## src/rtl/rfft_4pt_ctrl.sv

```systemverilog
// ============================================================================
// rfft_4pt_ctrl : job sequencer (load, two butterfly passes, unload) for the
//                 4-point real-FFT datapath.  Rev 1.0
// ============================================================================
`default_nettype none

module rfft_4pt_ctrl #(
  parameter int ADDR_BIT = 3,
  parameter int RD_LAT   = 1
) (
  input  logic                  clk,
  input  logic                  rst,
  input  logic                  start,
  input  logic                  in_valid,
  output logic                  in_ready,
  output logic                  busy,
  output logic                  done,
  output logic                  out_valid,
  output logic [ADDR_BIT-1:0]   out_addr,
  output logic                  m0,
  output logic                  m11,
  output logic [1:0]            m12,
  output logic [1:0]            m13,
  output logic                  m14,
  output logic                  m21,
  output logic                  m22,
  output logic                  m23,
  output logic                  m24,
  output logic                  bypass_en,
  output logic                  w_sel,
  output logic [4*ADDR_BIT-1:0] addr_read,
  output logic [4*ADDR_BIT-1:0] addr_write
);

  localparam int FRAMES = (1 << ADDR_BIT) - 1;
  localparam int CNT_W  = $clog2(FRAMES + RD_LAT + 1);

  localparam logic [ADDR_BIT-1:0] c_SCRATCH = ADDR_BIT'((1 << ADDR_BIT) - 1);
  localparam logic [CNT_W-1:0]    c_FRAMES  = CNT_W'(FRAMES);
  localparam logic [CNT_W-1:0]    c_RD_LAT  = CNT_W'(RD_LAT);
  localparam logic [CNT_W-1:0]    c_LAST    = CNT_W'(FRAMES + RD_LAT - 1);
  localparam logic [CNT_W-1:0]    c_LOADEND = CNT_W'(FRAMES - 1);

  typedef enum logic [1:0] {
    S_IDLE   = 2'd0,
    S_LOAD   = 2'd1,
    S_COMP   = 2'd2,
    S_UNLOAD = 2'd3
  } state_t;

  state_t             r_state, w_state_nxt;
  logic [CNT_W-1:0]   r_cnt,   w_cnt_nxt;
  logic               r_pass,  w_pass_nxt;
  logic               r_done,  w_done_nxt;
  logic [ADDR_BIT-1:0] w_rd_addr, w_wr_addr;

  always_ff @(posedge clk) begin
    if (rst) begin
      r_state <= S_IDLE;
      r_cnt   <= '0;
      r_pass  <= 1'b0;
      r_done  <= 1'b0;
    end else begin
      r_state <= w_state_nxt;
      r_cnt   <= w_cnt_nxt;
      r_pass  <= w_pass_nxt;
      r_done  <= w_done_nxt;
    end
  end

  always_comb begin
    w_state_nxt = r_state;
    w_cnt_nxt   = r_cnt;
    w_pass_nxt  = r_pass;
    w_done_nxt  = 1'b0;
    case (r_state)
      S_IDLE: begin
        if (start) begin
          w_state_nxt = S_LOAD;
          w_cnt_nxt   = '0;
        end
      end
      S_LOAD: begin
        if (in_valid) begin
          if (r_cnt == c_LOADEND) begin
            w_state_nxt = S_COMP;
            w_cnt_nxt   = '0;
            w_pass_nxt  = 1'b0;
          end else begin
            w_cnt_nxt = r_cnt + 1'b1;
          end
        end
      end
      S_COMP: begin
        if (r_cnt == c_LAST) begin
          w_cnt_nxt = '0;
          if (r_pass) begin
            w_state_nxt = S_UNLOAD;
          end else begin
            w_pass_nxt = 1'b1;
          end
        end else begin
          w_cnt_nxt = r_cnt + 1'b1;
        end
      end
      S_UNLOAD: begin
        if (r_cnt == c_LAST) begin
          w_state_nxt = S_IDLE;
          w_cnt_nxt   = '0;
          w_done_nxt  = 1'b1;
        end else begin
          w_cnt_nxt = r_cnt + 1'b1;
        end
      end
      default: begin
        w_state_nxt = S_IDLE;
        w_cnt_nxt   = '0;
      end
    endcase
  end

  // RAM write is always enabled, so every non-result write is steered to SCRATCH
  always_comb begin
    in_ready  = 1'b0;
    busy      = (r_state != S_IDLE);
    done      = r_done;
    out_valid = 1'b0;
    out_addr  = '0;
    m0        = 1'b0;
    m11       = 1'b0;
    m12       = 2'd0;
    m13       = 2'd0;
    m14       = 1'b0;
    m21       = 1'b0;
    m22       = 1'b0;
    m23       = 1'b0;
    m24       = 1'b0;
    bypass_en = 1'b1;
    w_sel     = 1'b0;
    w_rd_addr = '0;
    w_wr_addr = c_SCRATCH;
    case (r_state)
      S_LOAD: begin
        in_ready  = 1'b1;
        w_wr_addr = ADDR_BIT'(r_cnt);
      end
      S_COMP: begin
        m0        = 1'b1;
        bypass_en = 1'b0;
        w_sel     = r_pass;
        m12       = r_pass ? 2'd1 : 2'd2;
        m13       = r_pass ? 2'd1 : 2'd0;
        m14       = 1'b1;
        m23       = 1'b1;
        m24       = 1'b1;
        w_rd_addr = (r_cnt < c_FRAMES) ? ADDR_BIT'(r_cnt) : c_SCRATCH;
        w_wr_addr = (r_cnt >= c_RD_LAT) ? ADDR_BIT'(r_cnt - c_RD_LAT) : c_SCRATCH;
      end
      S_UNLOAD: begin
        m0        = 1'b1;
        w_rd_addr = (r_cnt < c_FRAMES) ? ADDR_BIT'(r_cnt) : c_SCRATCH;
        if (r_cnt >= c_RD_LAT) begin
          out_valid = 1'b1;
          out_addr  = ADDR_BIT'(r_cnt - c_RD_LAT);
        end
      end
      default: begin
      end
    endcase
  end

  assign addr_read  = {4{w_rd_addr}};
  assign addr_write = {4{w_wr_addr}};

endmodule

`default_nettype wire

```

## config.mk

```make
export PLATFORM = sky130hd
export DESIGN_NAME = rfft_4pt_ctrl
export DESIGN_NICKNAME = d
export VERILOG_FILES = /design/src/rtl/rfft_4pt_ctrl.sv
export SDC_FILE = /design/constraint.sdc
export NUM_CORES = 1
export LEC_CHECK = 0
export CORE_UTILIZATION = 37
export CTS_BUF_LIST = sky130_fd_sc_hd__clkbuf_8
export CTS_CLUSTER_DIAMETER = 200
export DETAILED_ROUTE_END_ITERATION = 12
export PLACE_DENSITY_LB_ADDON = 0.15
export SETUP_SLACK_MARGIN = 0.3
export SYNTH_ARGS = -nofsm -noshare
export SYNTH_HDL_FRONTEND = slang
export SYNTH_SLANG_ARGS = --single-unit
```

## constraint.sdc

```tcl
create_clock -name clk -period 5.85 [get_ports clk]
set_input_delay 1.755 -clock clk [delete_from_list [all_inputs] [get_ports clk]]
set_output_delay 1.755 -clock clk [all_outputs]
set_load 0.01 [all_outputs]
```

==> metrics.md <==
| Metric | Value |
|---|---|
| Antenna violations before repair | `0` |
| P&R area growth vs syn | `35.1%` |
| Worst-Skew Late Latency | `0.23 ns` |
| Fin. max-slew vios | `0` |
| Share of layout cells above drive strength 1 | `0.0357` |
| Avg Vias per Cell | `5.12` |
| FILL cells | `235` |
| Max Cap Viol | `0` |
| I/O pin count | `48` |
| Final setup viols | `0` |
| Slowest stage delay, CP | `0.61 ns` |
| Outcome | `finished, final reports clean` |
| Mapped cell area | `896 um^2` |
| Pwr dens | `457 nW/um^2` |
| Yosys top cell area share | `0.218` |
| TNS Setup | `0 ns` |
| Warning count from the yosys run | `0` |
| Drt pass-1 iters | `4` |
| Crit-path cells | `inv_1 -> ha_1 -> or4b_1 -> nand2_1 -> nand2_1 -> o211ai_1 -> clkdlybuf4s50_1` |
| Crit path kind | `flip-flop to output port` |
| Setup crit start kind | `flip-flop` |
| Fin. Hold Viols | `0` |
| CTS Hold Bufs | `0` |
| Final WL | `2.09 mm` |
| CTS tree | `yes` |
| Synth Register Bits | `8` |
| Met1 usage | `0.212` |
| Hold Path Class | `flip-flop to flip-flop` |
| Core area | `2250 um^2` |
| CP Data Required Time | `4.09 ns` |
| Crit-path leading delay family | `buffers and inverters` |
| Maximum VDD drop | `0.000362 V` |
| Root buf cell | `clkbuf_8` |
| Most frequent cell after synthesis | `buf_4` |
| Die height | `51.2 um` |
| # rows | `17` |
| Gr usage total | `0.176` |
| # resized after CTS | `0` |
| Clock Path Buffers | `2` |
| Area occupied by multi-input gates | `509 um^2` |
| Register area share after synthesis | `0.179` |
| Fin util | `0.537` |
| Post-layout net count | `155` |
| Crit path capture type | `output port` |
| FMAX | `0.239 GHz` |
| Ant diodes | `0` |
| Clock sink count | `8` |
| Mapped Cells | `119` |
| DRT iter0 DRCs | `18` |
| GR peak layer | `met2` |
| Chip Width | `51.2 um` |
| Area contributors post-synth | `buf_4, dfxtp_1, ha_1` |
| GRT overflow | `0` |
| CTS clk-pin slew, worst paths | `0.05 ns` |
| Vias in the first global route | `758` |
| Register Area | `160 um^2` |
| First-pass GRT wire length | `3.39 mm` |
| Die ar. | `2620 um^2` |
| Met2 usage | `0.294` |
| Largest net degree at the start of global routing | `13` |
| M3 GR Usage | `0.0268` |
| Final min period | `4.18 ns` |
| Dpl hpwl | `1.66 mm` |
| GPL Wtd Cong | `0.856` |
| Post-synth top cells | `buf_4, nand2_1, ha_1, inv_1, nor2_1` |
| Post-CTS Setup Inserts | `0` |
| CTS Buf Count | `3` |
| RSZ-0062 raised after global routing | `false` |
| Worst path arrival time | `2.43 ns` |
| Routed via count | `860` |
| Slowest-stage cell, CP | `clkdlybuf4s50_1` |
| Worst-Margin Slew | `0.646 ns` |
| Port Buf Inserts | `43` |
| Leakage | `0.456 nW` |
| Slew headroom | `0.569` |
| Synth area leader | `buf_4` |
| Post-route DRC | `0` |
| CP Max Fanout | `5` |
| Post-synth top flop | `dfxtp_1` |
| Fin crit share | `0.715` |
| Post-synthesis async set-or-reset flop share | `0` |
| Wirelength per Cell | `12.4 um` |
| Htree depth | `1` |
| Crit path top cell by count | `nand2_1` |
| Final Skew | `0.00730 ns` |
| Antenna Nets Post-Route | `0` |
| Syn avg cell area | `7.53 um^2` |
| Crit path buffers/inverters | `2` |
| Unique masters post-synth | `33` |
| EDFF count, synth | `0` |
| Initial core utilization | `0.397` |
kinds of logic (layout without fill, tap and decap cells):
logic type	count (synthesis)	in the layout	share of synthesized area
other	1	4	0.00419
AO/OA/AOI/OAI	20	20	0.148
AND/OR/NAND/NOR	42	42	0.257
multiplexers	1	1	0.0112
flip-flops	8	8	0.179
adder cells (fa/ha/maj)	9	9	0.126
buffers and inverters	37	55	0.265
XOR/XNOR	1	1	0.00978
tightest hold or removal path, delay by kind of cell, from the launching register on:
kind             cells  cell delay, ns
DFF                  1            0.33
muxes                1            0.06
and+or+nand+nor      1            0.07
layout make-up:
cell class | instances | area share
clock buffer | 3 | 0.0341
tap | 28 | 0.0290
sequential | 8 | 0.132
multi-input combinational | 77 | 0.421
timing repair buffer | 43 | 0.356
inverter | 9 | 0.0279
metrics by stage:
stage	hold slack [ns]	power, mW	std cells	worst slack (ns)	cell area, um^2
floorplan	0.481	0.345	122	2.40	907
global placement	0.502	0.484	165	1.94	1170
detailed placement	0.508	0.488	165	1.90	1170
CTS	0.519	0.556	168	1.65	1210
global route	0.562	0.593	168	1.54	1210
finish	0.516	0.553	168	1.67	1210
layout by cell type (no fill, tap or decap), drive strengths merged, types with 3 or more instances in the layout:
cell            n
clkdlybuf4s50  43
inv             9
nand2b          3
nor2            9
nand2          15
dfxtp           8
o211ai          3
clkbuf          3
a21oi           8
ha              9
conb            4
state kept, by name (all words and copies together), names as in the netlist:
| register | count |
|---|---|
| done | 1 |
| r_pass | 1 |
| r_state | 2 |
| r_cnt | 4 |
path summary, 6_finish.rpt:
| check | from | endpoint | slack (ns) | cells past startpoint |
|---|---|---|---|---|
| setup / recovery | r_cnt[1]$_SDFFE_PP0P_ | addr_write[6] | 1.67 | 7 |
| hold / removal | r_state[1]$_SDFFE_PP0P_ | r_state[1]$_SDFFE_PP0P_ | 0.52 | 2 |
| hold reg to reg | r_state[1]$_SDFFE_PP0P_ | r_state[1]$_SDFFE_PP0P_ | 0.52 | 2 |
| setup reg to reg | r_state[0]$_SDFFE_PP0P_ | r_state[1]$_SDFFE_PP0P_ | 3.68 | 7 |
report_power, final:
part / total [mW] / internal, mW / leakage (nW) / switching (mW)
Combinational: 0.414 / 0.217 / 0.369 / 0.197
Clock: 0.0679 / 0.0447 / 0.0216 / 0.0231
Sequential: 0.0716 / 0.0624 / 0.0648 / 0.00915
metal layers:
metal,vias up,share of wire
li1,416,-
met1,397,0.44
met2,43,0.49
met3,4,0.057
met4,0,0.021
met5,-,0
(Power assumes the default switching activity.)
